**src/rtl/hash_table_pkg.sv**
```systemverilog
// Shared encodings for the hash table command/response path.
package hash_table_pkg;
    typedef enum logic [1:0] {
        OP_NONE   = 2'b00,
        OP_READ   = 2'b01,
        OP_WRITE  = 2'b10,
        OP_DELETE = 2'b11
    } op_e;

    localparam int RSP_W  = 32;
    localparam int ST_LSB = 28;
    localparam int ST_MSB = 31;

    function automatic int cmd_width(input int key_w, input int data_w);
        return 2 + key_w + data_w;
    endfunction
endpackage

```
**src/rtl/hash_table_arbiter_tag_fifo.sv**
```systemverilog
// In-order requester-id queue: one tag per command in flight to the table.
module tag_fifo #(
    parameter int W     = 2,
    parameter int DEPTH = 8
) (
    input  logic         clk,
    input  logic         reset,
    input  logic         push,
    input  logic [W-1:0] push_data,
    input  logic         pop,
    output logic [W-1:0] pop_data,
    output logic         full,
    output logic         empty
);
    localparam int PW = $clog2(DEPTH);
    localparam int CW = $clog2(DEPTH + 1);

    logic [DEPTH-1:0][W-1:0] mem;
    logic [PW-1:0]           wr_ptr, rd_ptr;
    logic [CW-1:0]           count;

    // Storage carries no reset; only pointers/occupancy define validity.
    always_ff @(posedge clk) begin
        if (push) mem[wr_ptr] <= push_data;
    end

    always_ff @(posedge clk or negedge reset) begin
        if (!reset) begin
            wr_ptr <= '0;
            rd_ptr <= '0;
            count  <= '0;
        end else begin
            if (push) wr_ptr <= wr_ptr + PW'(1);
            if (pop)  rd_ptr <= rd_ptr + PW'(1);
            case ({push, pop})
                2'b10:   count <= count + CW'(1);
                2'b01:   count <= count - CW'(1);
                default: count <= count;
            endcase
        end
    end

    assign pop_data = mem[rd_ptr];
    assign full     = (count == CW'(DEPTH));
    assign empty    = (count == '0);
endmodule

```
**src/rtl/hash_table_arbiter.sv**
```systemverilog
// Round-robin arbiter of NUM_REQ requesters onto one hash table port,
// with in-order response routing by a tag FIFO.
module hash_table_arbiter
    import hash_table_pkg::*;
#(
    parameter int KEY_WIDTH       = 15,
    parameter int DATA_WIDTH      = 15,
    parameter int NUM_REQ         = 4,
    parameter int MAX_OUTSTANDING = 8
) (
    input  logic                                                clk,
    input  logic                                                reset,
    input  logic [NUM_REQ-1:0]                                  req_valid_i,
    output logic [NUM_REQ-1:0]                                  req_ready_o,
    input  logic [NUM_REQ*cmd_width(KEY_WIDTH,DATA_WIDTH)-1:0]  req_cmd_i,
    output logic                                                tbl_valid_o,
    input  logic                                                tbl_ready_i,
    output logic [cmd_width(KEY_WIDTH,DATA_WIDTH)-1:0]          tbl_cmd_o,
    input  logic                                                tbl_rsp_valid_i,
    output logic                                                tbl_rsp_ready_o,
    input  logic [RSP_W-1:0]                                    tbl_rsp_data_i,
    output logic [NUM_REQ-1:0]                                  rsp_valid_o,
    input  logic [NUM_REQ-1:0]                                  rsp_ready_i,
    output logic [RSP_W-1:0]                                    rsp_data_o,
    output logic                                                error_o
);
    localparam int CMD_W = cmd_width(KEY_WIDTH, DATA_WIDTH);
    localparam int ID_W  = $clog2(NUM_REQ);

    logic [NUM_REQ-1:0][CMD_W-1:0] cmds;
    logic [CMD_W-1:0]              stage_cmd;
    logic                          stage_vld;
    logic [ID_W-1:0]               last_grant, gnt_idx, head_id;
    logic                          gnt, can_arb, fifo_full, fifo_empty, pop;
    logic                          error;
    int                            idx;

    assign cmds    = req_cmd_i;
    assign can_arb = reset && (!stage_vld || tbl_ready_i) && !fifo_full;

    // Scan from last_grant+1 so the most recent winner has lowest priority.
    always_comb begin
        gnt         = 1'b0;
        gnt_idx     = '0;
        idx         = 0;
        req_ready_o = '0;
        if (can_arb) begin
            for (int i = 0; i < NUM_REQ; i++) begin
                idx = int'(last_grant) + 1 + i;
                if (idx >= NUM_REQ) idx = idx - NUM_REQ;
                if (!gnt && req_valid_i[idx]) begin
                    gnt     = 1'b1;
                    gnt_idx = ID_W'(idx);
                end
            end
        end
        if (gnt) req_ready_o[gnt_idx] = 1'b1;
    end

    always_ff @(posedge clk or negedge reset) begin
        if (!reset) begin
            stage_vld  <= 1'b0;
            stage_cmd  <= '0;
            last_grant <= ID_W'(NUM_REQ - 1);
            error      <= 1'b0;
        end else begin
            if (gnt) begin
                stage_vld  <= 1'b1;
                stage_cmd  <= cmds[gnt_idx];
                last_grant <= gnt_idx;
            end else if (tbl_ready_i) begin
                stage_vld  <= 1'b0;
            end
            if (tbl_rsp_valid_i && fifo_empty) error <= 1'b1;
        end
    end

    // With no owner on record, a response is swallowed so the table never stalls.
    always_comb begin
        rsp_valid_o     = '0;
        tbl_rsp_ready_o = 1'b0;
        pop             = 1'b0;
        if (reset) begin
            if (fifo_empty) begin
                tbl_rsp_ready_o = 1'b1;
            end else begin
                rsp_valid_o[head_id] = tbl_rsp_valid_i;
                tbl_rsp_ready_o      = rsp_ready_i[head_id];
                pop                  = tbl_rsp_valid_i && rsp_ready_i[head_id];
            end
        end
    end

    tag_fifo #(.W(ID_W), .DEPTH(MAX_OUTSTANDING)) u_tags (
        .clk       (clk),
        .reset     (reset),
        .push      (gnt),
        .push_data (gnt_idx),
        .pop       (pop),
        .pop_data  (head_id),
        .full      (fifo_full),
        .empty     (fifo_empty)
    );

    assign tbl_valid_o = stage_vld;
    assign tbl_cmd_o   = stage_cmd;
    assign rsp_data_o  = tbl_rsp_data_i;
    assign error_o     = error;
endmodule

```
**config.mk**
```make
export PLATFORM = sky130hd
export DESIGN_NAME = hash_table_arbiter
export DESIGN_NICKNAME = d
export VERILOG_FILES = /design/src/rtl/hash_table_pkg.sv /design/src/rtl/hash_table_arbiter_tag_fifo.sv /design/src/rtl/hash_table_arbiter.sv
export SDC_FILE = /design/constraint.sdc
export NUM_CORES = 1
export LEC_CHECK = 0
export BUFFER_PORTS_ARGS = -buffer_cell sky130_fd_sc_hd__buf_2
export CORE_MARGIN = 2
export CORE_UTILIZATION = 28
export DETAILED_ROUTE_END_ITERATION = 16
export GPL_TIMING_DRIVEN = 0
export PLACE_DENSITY = 0.66
export SETUP_SLACK_MARGIN = 0.05
export SYNTH_ARGS = -nofsm -noshare
export SYNTH_HDL_FRONTEND = slang
export SYNTH_HIERARCHICAL = 1
export SYNTH_SLANG_ARGS = --single-unit
```
**constraint.sdc**
```tcl
create_clock -name clk -period 3.93 [get_ports clk]
set_input_delay 0.5895 -clock clk [delete_from_list [all_inputs] [get_ports clk]]
set_output_delay 0.5895 -clock clk [all_outputs]
set_load 0.1 [all_outputs]
```
==> impl_results.md <==
* Final setup skew at 6.73 ps
* Share of cells above drive strength 1 at 0.513
* Syn nets at 584
* R2r worst-path depth at 10
* Yosys top cell by area: dfrtp_1
* DRT iter0 DRCs at 164
* Max Transition Viols Final at 0
* Yosys cell types at 40
* Worst r2r dst: u_tags/count[3]$_DFFE_PN0P_
* Num rows at 44
* Final HPWL DP at 10.1 mm
* # setup viols final at 0
* Clk_lat worst skew at 330 ps
* # diodes at 0
* Die Height at 125 microns
* Initial antenna violation count at 0
* # port buffers at 214
* Comb power frac at 0.629
* DRT Pass-1 Iters at 4
* Final setup margin at 515 ps
* Crit path arrival time at 3660 ps
* Fraction of registers with async set/reset at 0.742
* Clk pin slew, worst setup/hold paths at 60 ps
* WL/cell at 15.9 microns
* Max-cap viol count at 0
* Synth-to-layout area growth at 39.1%
* CTS Buf Count at 9
* FF+latch count, synth at 62
* GPL Wtd Cong at 0.773
* Dpl ws at -619 ps
* FILL cells at 1492
* Global route overflow at 0
* Multi-input combinational cell area at 1960 sq um
* Core area at 14400 sq um
* P_int at 2.22 mW
* CP max stage delay at 520 ps
* Final Hold Viols at 0
* Worst EP required at 4180 ps
* Status: complete, no violations
* Vias/cell at 4.71
* CP max stage cell: mux4_2
* Crit start category: register
* Crit Reg-Reg Startpoint: u_tags/rd_ptr[0]$_DFFE_PN0P_
* Post-Syn Area at 4120 sq um
* Top cells by area, synth: dfrtp_1, edfxtp_1, a211oi_2
* Remaining DRCs at 0
* Post-DRT Antenna Nets at 0
* Sw Pwr at 2.94 mW
* Clk sink count at 62
* Top FF cell, synth: dfrtp_1
* First-pass GRT wire length at 20.2 mm
* Critical path class: register to register
* Crit-path cells: buf_2 > mux4_2 > mux2_2 > mux4_2 > and2_1 > ha_1 > nand2b_1 > or4b_1 > a31oi_1 > xor2_1
* Sequential power share at 0.215
* Crit-path max FO at 5
* Total Wirelength at 13.0 mm
* Routed via count at 3865
* Sw Ratio at 0.571
* Clk buf depth at 2
* Final Cycle Share at 0.869
* Leak Pwr at 2.75 nW
* Clock power share at 0.156
* RSZ-0062 raised after global routing: no
* Overall global routing resource usage at 0.163
* TritonCTS clock tree: yes
* Post-synthesis sequential area ratio at 0.397
* Nets at 808
* Number of global-route vias before repair at 3784
* Register area at 1630 sq um
* Worst-margin pin slew at 761 ps
* Layout Cells excl Fill at 820
* Num ports at 247
* Chip width at 125 microns
* Top cell type's share of synthesized area at 0.268
* CTS Root Buffer Type: clkbuf_16
* Syn Area/Cell at 10.1 sq um
* Pwr Density at 902 nW/um^2
* Setup bufs post-CTS at 0
* DIE AREA at 15700 sq um
* Placed cells at 805
* Max Fclk at 293 MHz
* Worst VDD drop at 0.427 mV
* Kind of end point of the critical path: register
* EDFF count, synth at 16
* # H-tree levels at 3
* Rel. slew slack at 0.493
* Largest net degree at the start of global routing at 50
* Post-route minimum period at 3410 ps
* Gate Count Post-Synth at 407
* FF-to-FF setup slack at 520 ps
* Worst hold path type: primary input to async pin
* Most used cell along the critical path: mux4_2
* Starting Density at 0.285
* Synth warn at 6
-- synth_stat cells (5+ instances only) --
master,instances
xor2_1,6
buf_2,8
a211oi_2,32
nand2_1,11
a211oi_1,32
inv_1,33
a31oi_1,33
buf_4,34
dfrtp_1,44
edfxtp_1,16
nor2_1,48
clkbuf_1,15
ha_1,5
mux4_2,5
nand2b_1,10
mux2i_1,32
-- registers in the layout, summed over array words and instances (netlist names) --
signal         cells
tbl_cmd_o         32
u_tags/mem        16
u_tags/count       4
u_tags/rd_ptr      3
u_tags/wr_ptr      3
last_grant         2
error_o            1
tbl_valid_o        1
-- critical path, delay by kind of cell, from the launching register on --
kind                     cells  cell delay (ps)
XOR/XNOR                     1              160
multiplexers                 3             1320
flip-flops                   1              340
adder cells (fa/ha/maj)      1              250
buffers and inverters        1              200
AO/OA/AOI/OAI                1              200
AND/OR/NAND/NOR              3              860
-- cell type report --
class / instances / share of cell area
Clock buffer: 9 / 0.0393
Multi-Input combinational cell: 249 / 0.343
Sequential cell: 62 / 0.285
Buffer: 60 / 0.0686
Tap cell: 184 / 0.0402
Inverter: 35 / 0.0229
Clock inverter: 7 / 0.0129
Timing Repair Buffer: 214 / 0.188
-- metal layers --
metal	share of wire	vias to the layer above	global-route usage
met5	0	-	0
met4	0.011	0	0.0346
met3	0.061	9	0.0364
met2	0.50	158	0.279
met1	0.43	1818	0.213
li1	-	1880	-
-- metrics by stage --
| stage | utilization | hold slack (ps) | power [mW] | instance area, sq um | TNS [ps] |
|---|---|---|---|---|---|
| after detailed placement | 0.376 | 470 | 4.39 | 5430 | -1990 |
| final | 0.397 | 295 | 5.16 | 5730 | 0 |
| after CTS | 0.397 | 317 | 5.22 | 5730 | 0 |
| after global routing | 0.397 | 353 | 5.42 | 5730 | 0 |
| after floorplan | - | 294 | 3.75 | 4130 | 0 |
| after global placement | 0.376 | 441 | 4.36 | 5430 | -2020 |
-- worst max path at each step --
| stage | start | slack (ps) | to | depth (start not counted) |
|---|---|---|---|---|
| floorplan | u_tags/rd_ptr[0]$_DFFE_PN0P_ | 250 | rsp_valid_o[0] | 4 |
| global placement | reset | -610 | u_tags/count[3]$_DFFE_PN0P_ | 11 |
| detailed placement | reset | -620 | u_tags/count[3]$_DFFE_PN0P_ | 11 |
| CTS | reset | 170 | u_tags/count[3]$_DFFE_PN0P_ | 11 |
| global route | u_tags/rd_ptr[0]$_DFFE_PN0P_ | 260 | u_tags/count[3]$_DFFE_PN0P_ | 10 |
| finish | u_tags/rd_ptr[0]$_DFFE_PN0P_ | 520 | u_tags/count[3]$_DFFE_PN0P_ | 10 |
-- repair_timing --
item	4_1_cts	5_1_grt
setup endpoints to repair	4	2
resized for setup	1	0
hold buffers	0	0
-- power groups by stage --
| stage | clock network, mW | registers (mW) | logic, mW |
|---|---|---|---|
| 2_1_floorplan | 0 | 2.33 | 1.42 |
| 3_3_place_gp | 0 | 1.11 | 3.25 |
| 3_5_place_dp | 0 | 1.12 | 3.27 |
| 4_1_cts | 0.834 | 1.11 | 3.27 |
| 5_1_grt | 0.859 | 1.14 | 3.42 |
| 6_report | 0.806 | 1.11 | 3.25 |
-- cell families (layout without fill, tap and decap cells) --
logic type                 after synthesis  in the layout  share of synthesized area
adders and majority gates                5              5                     0.0152
muxes                                   42             42                      0.119
DFF                                     62             62                      0.397
and+or+nand+nor                         86             86                     0.0967
buffers and inverters                   96            325                      0.128
AOI/OAI and AO/OA                      107            107                      0.225
xor gates and xnor gates                 9              9                     0.0192
-- layout by cell type (no fill, tap or decap), types with 3 or more instances in the layout --
cell / n
a211oi_1: 32
a211oi_2: 32
a21o_1: 4
a31oi_1: 33
buf_2: 221
buf_4: 35
buf_6: 4
clkbuf_1: 14
clkbuf_16: 9
clkinv_4: 3
dfrtp_1: 44
edfxtp_1: 16
ha_1: 5
inv_1: 33
mux2_2: 4
mux2i_1: 32
mux4_2: 5
nand2_1: 11
nand2b_1: 10
nor2_1: 48
xnor2_1: 3
xor2_1: 6
Power figures use the tool's default switching activity.
